## config.mk

```make
export PLATFORM = sky130hd
export DESIGN_NAME = code_lock_core
export DESIGN_NICKNAME = d
export VERILOG_FILES = /design/src/rtl/lock_pkg.sv /design/src/rtl/btn_edge.sv /design/src/rtl/code_lock_core.sv
export SDC_FILE = /design/constraint.sdc
export NUM_CORES = 1
export LEC_CHECK = 0
export BUFFER_PORTS_ARGS = -buffer_cell sky130_fd_sc_hd__buf_2
export CORE_MARGIN = 2
export CORE_UTILIZATION = 61
export DETAILED_ROUTE_END_ITERATION = 10
export GPL_ROUTABILITY_DRIVEN = 0
export PLACE_DENSITY = 0.84
export SLEW_MARGIN = 15
export SYNTH_ARGS = -nofsm -noshare
export SYNTH_HDL_FRONTEND = slang
export SYNTH_SLANG_ARGS = --single-unit
```

## constraint.sdc

```tcl
create_clock -name clk -period 4.8 [get_ports clk]
set_clock_uncertainty 0.2 [all_clocks]
set_input_delay 1.2 -clock clk [delete_from_list [all_inputs] [get_ports clk]]
set_output_delay 1.2 -clock clk [all_outputs]
set_load 0.01 [all_outputs]
```

## src/rtl/lock_pkg.sv

```systemverilog
// Shared types and constants for the combination-lock core.
// Button bit positions double as priority: the highest index wins.
package lock_pkg;

   typedef enum logic [2:0] {
      LOCKED,
      CHECK,
      UNLOCKED,
      FAIL,
      LOCKOUT
   } lock_state_t;

   localparam int DEF_DIGITS         = 4;
   localparam int DEF_DIGIT_W        = 4;
   localparam int DEF_MAX_FAILS      = 3;
   localparam int DEF_LOCKOUT_CYCLES = 100;
   localparam int DEF_UNLOCK_CYCLES  = 200;

   localparam int BTN_N      = 4;
   localparam int BTN_ENTER  = 0;
   localparam int BTN_STORE  = 1;
   localparam int BTN_SUBMIT = 2;
   localparam int BTN_CLEAR  = 3;

endpackage

```

## src/rtl/btn_edge.sv

```systemverilog
// Rising-edge detector for N level buttons with priority resolution.
// At most one pulse bit is set per cycle; the highest set index wins.
module btn_edge #(
   parameter int N = 4
) (
   input  logic         clk,
   input  logic         resetn,
   input  logic [N-1:0] btn,
   output logic [N-1:0] pulse
);

   logic [N-1:0] btn_q;
   logic [N-1:0] btn_d;
   logic [N-1:0] rise;

   assign btn_d = btn;
   assign rise  = btn & ~btn_q;

   always_ff @(posedge clk or negedge resetn) begin
      if (!resetn) begin
         btn_q <= '0;
      end else begin
         btn_q <= btn_d;
      end
   end

   always_comb begin
      pulse = '0;
      for (int i = 0; i < N; i++) begin
         if (rise[i]) begin
            pulse    = '0;
            pulse[i] = 1'b1;
         end
      end
   end

endmodule

```

## src/rtl/code_lock_core.sv

```systemverilog
// Combination-lock core: digit entry, code compare, fail counting with
// timed lockout, code programming and timed auto-relock.
module code_lock_core
   import lock_pkg::*;
#(
   parameter int DIGITS         = DEF_DIGITS,
   parameter int DIGIT_W        = DEF_DIGIT_W,
   parameter int MAX_FAILS      = DEF_MAX_FAILS,
   parameter int LOCKOUT_CYCLES = DEF_LOCKOUT_CYCLES,
   parameter int UNLOCK_CYCLES  = DEF_UNLOCK_CYCLES,
   parameter logic [DIGITS*DIGIT_W-1:0] RESET_CODE = '0
) (
   input  logic                              clk,
   input  logic                              resetn,
   input  logic [DIGIT_W-1:0]                digit_in,
   input  logic                              enter_digit,
   input  logic                              submit,
   input  logic                              store,
   input  logic                              clear,
   output logic [DIGITS*DIGIT_W-1:0]         entry,
   output logic [$clog2(DIGITS+1)-1:0]       entry_count,
   output logic                              unlocked,
   output logic                              locked_out,
   output logic [$clog2(MAX_FAILS+1)-1:0]    fail_count,
   output logic                              code_stored
);

   localparam int EW   = DIGITS * DIGIT_W;
   localparam int CW   = $clog2(DIGITS + 1);
   localparam int FW   = $clog2(MAX_FAILS + 1);
   localparam int TMAX = (LOCKOUT_CYCLES > UNLOCK_CYCLES) ? LOCKOUT_CYCLES : UNLOCK_CYCLES;
   localparam int TW   = $clog2(TMAX + 1);

   lock_state_t   state_q, state_d;
   logic [TW-1:0] timer_q, timer_d;
   logic [EW-1:0] entry_q, entry_d;
   logic [EW-1:0] code_q, code_d;
   logic [CW-1:0] count_q, count_d;
   logic [FW-1:0] fail_q, fail_d;
   logic          unlocked_q, unlocked_d;
   logic          locked_out_q, locked_out_d;
   logic          code_stored_q, code_stored_d;

   logic [BTN_N-1:0] btn_raw;
   logic [BTN_N-1:0] btn_pulse;
   logic ev_enter, ev_store, ev_submit, ev_clear;
   logic full, match, store_ok, relock, lockout_done;
   logic [FW-1:0] fail_inc;
   logic [EW-1:0] shifted;

   always_comb begin
      btn_raw             = '0;
      btn_raw[BTN_ENTER]  = enter_digit;
      btn_raw[BTN_STORE]  = store;
      btn_raw[BTN_SUBMIT] = submit;
      btn_raw[BTN_CLEAR]  = clear;
   end

   btn_edge #(.N(BTN_N)) u_btn_edge (
      .clk    (clk),
      .resetn (resetn),
      .btn    (btn_raw),
      .pulse  (btn_pulse)
   );

   assign ev_enter     = btn_pulse[BTN_ENTER];
   assign ev_store     = btn_pulse[BTN_STORE];
   assign ev_submit    = btn_pulse[BTN_SUBMIT];
   assign ev_clear     = btn_pulse[BTN_CLEAR];
   assign full         = (count_q == CW'(DIGITS));
   assign match        = full && (entry_q == code_q);
   assign store_ok     = ev_store && full;
   assign relock       = ev_submit || (timer_q == TW'(UNLOCK_CYCLES - 1));
   assign lockout_done = (timer_q == TW'(LOCKOUT_CYCLES - 1));
   assign fail_inc     = (fail_q == FW'(MAX_FAILS)) ? fail_q : fail_q + FW'(1);
   assign shifted      = (entry_q << DIGIT_W) | EW'(digit_in);

   always_ff @(posedge clk or negedge resetn) begin
      if (!resetn) begin
         state_q       <= LOCKED;
         timer_q       <= '0;
         entry_q       <= '0;
         code_q        <= RESET_CODE;
         count_q       <= '0;
         fail_q        <= '0;
         unlocked_q    <= 1'b0;
         locked_out_q  <= 1'b0;
         code_stored_q <= 1'b0;
      end else begin
         state_q       <= state_d;
         timer_q       <= timer_d;
         entry_q       <= entry_d;
         code_q        <= code_d;
         count_q       <= count_d;
         fail_q        <= fail_d;
         unlocked_q    <= unlocked_d;
         locked_out_q  <= locked_out_d;
         code_stored_q <= code_stored_d;
      end
   end

   // The shared timer only runs in LOCKOUT and UNLOCKED and is zero on every state entry.
   always_comb begin
      state_d = state_q;
      timer_d = '0;
      case (state_q)
         LOCKED:   if (ev_submit) state_d = CHECK;
         CHECK:    state_d = match ? UNLOCKED : FAIL;
         FAIL:     state_d = (fail_inc >= FW'(MAX_FAILS)) ? LOCKOUT : LOCKED;
         LOCKOUT: begin
            if (lockout_done) state_d = LOCKED;
            else              timer_d = timer_q + TW'(1);
         end
         UNLOCKED: begin
            if (relock)         state_d = LOCKED;
            else if (!store_ok) timer_d = timer_q + TW'(1);
         end
         default:  state_d = LOCKED;
      endcase
   end

   always_comb begin
      entry_d       = entry_q;
      count_d       = count_q;
      code_d        = code_q;
      fail_d        = fail_q;
      code_stored_d = 1'b0;
      case (state_q)
         LOCKED, UNLOCKED: begin
            if (state_q == UNLOCKED && relock) begin
               entry_d = '0;
               count_d = '0;
            end else if (state_q == UNLOCKED && store_ok) begin
               code_d        = entry_q;
               code_stored_d = 1'b1;
               entry_d       = '0;
               count_d       = '0;
            end else if (ev_clear) begin
               entry_d = '0;
               count_d = '0;
            end else if (ev_enter && !full) begin
               entry_d = shifted;
               count_d = count_q + CW'(1);
            end
         end
         CHECK:   if (match) fail_d = '0;
         FAIL: begin
            fail_d  = fail_inc;
            entry_d = '0;
            count_d = '0;
         end
         LOCKOUT: begin
            entry_d = '0;
            count_d = '0;
            if (lockout_done) fail_d = '0;
         end
         default: ;
      endcase
      unlocked_d   = (state_d == UNLOCKED);
      locked_out_d = (state_d == LOCKOUT);
   end

   assign entry       = entry_q;
   assign entry_count = count_q;
   assign unlocked    = unlocked_q;
   assign locked_out  = locked_out_q;
   assign fail_count  = fail_q;
   assign code_stored = code_stored_q;

endmodule

```

==> summary.md <==
| Metric | Value |
|---|---|
| First-pass GRT wire length | 7.42 mm |
| Placed Area | 2720 sq um |
| Design area | ~2800 sq um |
| Area of the multi-input gates | 1090 sq um |
| Synth Cell Area | approximately 2500 sq um |
| Port-buffer cells | 33 |
| Clk slew on worst S/H paths | 0.09 ns |
| Grt total ovfl | 0 |
| CTS Sinks | 55 |
| Top_reg_cell synth | dfrtp_1 |
| Post CTS Setup Buffer Count | 0 |
| Row count | 23 |
| CTS tree | done |
| Register area share after synthesis | 0.548 |
| Number of CTS-inserted buffers | 5 |
| Initial antenna violation count | 0 |
| Largest net degree at the start of global routing | 56 |
| Unrepaired setup endpoints after global routing | false |
| Number of synthesized flops with an enable pin | 0 |
| Leak | 1.45 nW |
| Tightest Hold Check Type | flip-flop to flip-flop |
| Final setup violation count | 0 |
| Most common cell in the netlist | dfrtp_1 |
| Ys async rst share | 1.00 |
| Maximum clock insertion buffer count | 2 |
| Status | finished, final reports clean |
| Die Y | just under 70 microns |
| Crit-path leading delay family | simple AND/OR/NAND/NOR gates |
| Syn Inst Count | 199 |
| Diodes inserted | 0 |
| Die ar. | around 4700 sq um |
| Drt via density | between 5 and 6 |
| Total power | 1.16 mW |
| Final ANT Viol Nets | 0 |
| Worst Path Required | 4.78 ns |
| Critical path's largest stage delay | roughly 0.86 ns |
| CP arrival | around 3.0 ns |
| Fmax achieved | about 330 MHz |
| Fin crit share | 0.628 |
| Routed WL | 4.65 mm |
| Initial DRC count | 107 |
| Crit path max fanout | 17 |
| GRT Util Overall | 0.221 |
| Share of cells above drive strength 1 | 0.253 |
| Worst setup SP type | input port |
| Filler cell count in the final layout | 277 |
| Critical path, cell by cell | buf_2 -> nand2b_1 -> nand4bb_1 -> nor2_2 -> mux2_1 |
| Area contributors post-synth | dfrtp_1 55%, a22o_1 5.9%, mux2_4 5.4%, xor2_1 4.9%, mux2_1 3.1% |
| Final Hold Viols | 0 |
| Synth top cells by count | 55 x dfrtp_1, 17 x a22o_1, 14 x xor2_1 |
| Root Buffer Master | clkbuf_8 |
| Post-DP HPWL | around 3.2 mm |
| Die W | 68.2 microns |
| Syn avg cell area | 12.6 sq um |
| Synth area leader | dfrtp_1 |
| Share of the synthesized area in the top cell type | 0.548 |
| Pre-antenna DRT Iters | 4 |
| Syn Nets | 212 |
| Residual DRC | 0 |
| Ports | 34 |
| Via count | 1,675 |
| Minimum clock period | 3.02 ns |
| Pwr Density | 408 nW/um^2 |
| Final nets | about 250 |
| Crit Path Category | input port to flip-flop |
| Max-cap violation count | 0 |
| Worst skew pair latency | 0.31 ns |
| Peak supply drop | 0.337 mV |
| WP buf/inv | 1 |
| H-tree lvl count | 2 |
| Crit end category | flip-flop |
| Synth Register Bits | 55 |
| CTS resizes | 0 |
| Max-slew violations | 0 |
| Vias in the first global route | 1,588 |
| Hold Buf Count CTS | 0 |
| Max-slew headroom | 0.321 |
| Crit-path slowest cell | nor2_2 |
| Fin util | 0.713 |
| Worst Tran Pin Value | roughly 1.0 ns |
| Synth cell types | 47 |
| Synth warn | 0 |
| WHS | 0.283 ns |
| Synth-to-Final Area Change | 12.7% |
| Starting Density | 0.633 |
| Total negative slack | 0 ns |
| Core area | 3970 sq um |
| Sequential Area | 1380 sq um |
| Routed WL per cell | approximately 16 microns |
## layout by cell type (no fill, tap or decap), drive strengths merged, types with 2 or more instances in the layout
| cell type | synthesis | routed |
|---|---|---|
| buf | 4 | 35 |
| ha | 3 | 3 |
| dfrtp | 55 | 55 |
| mux2 | 17 | 17 |
| a21boi | 2 | 2 |
| o21ai | 6 | 6 |
| nor2 | 14 | 14 |
| nand4 | 2 | 2 |
| clkbuf | 1 | 5 |
| nand2 | 10 | 10 |
| nor2b | 5 | 5 |
| xnor2 | 8 | 8 |
| nand2b | 4 | 4 |
| nor4 | 5 | 5 |
| xor2 | 14 | 14 |
| inv | 4 | 4 |
| a31oi | 2 | 2 |
| nand3 | 6 | 6 |
| a22o | 17 | 17 |
| clkinv | 0 | 2 |
| or4 | 2 | 2 |
## sequential cells by signal, indices dropped and copies added (netlist names)
signal / cells
state_q: 3
code_stored: 1
entry: 16
fail_count: 2
unlocked: 1
locked_out: 1
u_btn_edge.btn_q: 4
timer_q: 8
entry_count: 3
code_q: 16
## power breakdown
part	total (mW)	switching, mW	internal, mW
Sequential	0.569	0.0603	0.509
Combinational	0.284	0.176	0.109
Clock	0.302	0.146	0.155
Total	1.16	0.383	0.773
## area by class of cell
type                            instances  area share
Inverter                                4     0.00530
Tap cell                               50      0.0221
Multi-Input combinational cell        135       0.383
Sequential cell                        55       0.486
Clock inverter                          3      0.0155
Timing Repair Buffer                   35      0.0636
Clock buffer                            5      0.0243
## cell families after synthesis
family / Yosys count / share of synthesized area
xor+xnor: 22 / 0.0767
buf+inv: 9 / 0.0204
compound gates: 36 / 0.121
simple gates: 56 / 0.126
fa+ha+maj: 3 / 0.0149
flops: 55 / 0.548
mux: 18 / 0.0936
## routing by layer
layer / vias up / track usage / share of wire
met5: - / 0 / 0
met4: 0 / 0.0750 / 0.012
met3: 5 / 0.0543 / 0.038
met2: 36 / 0.367 / 0.50
met1: 846 / 0.285 / 0.45
li1: 788 / - / -
## per-stage QoR
step | cells | setup slack (ns)
after floorplan | 199 | 2.07
after global placement | 279 | 1.53
after detailed placement | 279 | 1.43
after CTS | 287 | 1.75
after global routing | 287 | 1.62
final | 287 | 1.78
## worst paths after layout
check	from	to	slack, ns	cells past startpoint
worst max-delay path	clear	code_q[2]$_DFFE_PN0P_	1.78	5
worst min-delay path	timer_q[0]$_DFF_PN0_	timer_q[0]$_DFF_PN0_	0.28	1
worst max register to register	entry_count[0]$_DFFE_PN0P_	code_q[2]$_DFFE_PN0P_	2.09	6
worst min register to register	timer_q[0]$_DFF_PN0_	timer_q[0]$_DFF_PN0_	0.28	1
max in group asynchronous	resetn	entry[0]$_DFFE_PN0P_	3.15	2
min in group asynchronous	resetn	locked_out$_DFF_PN0_	0.80	2
Note: power is estimated with default switching activity, not from simulation.
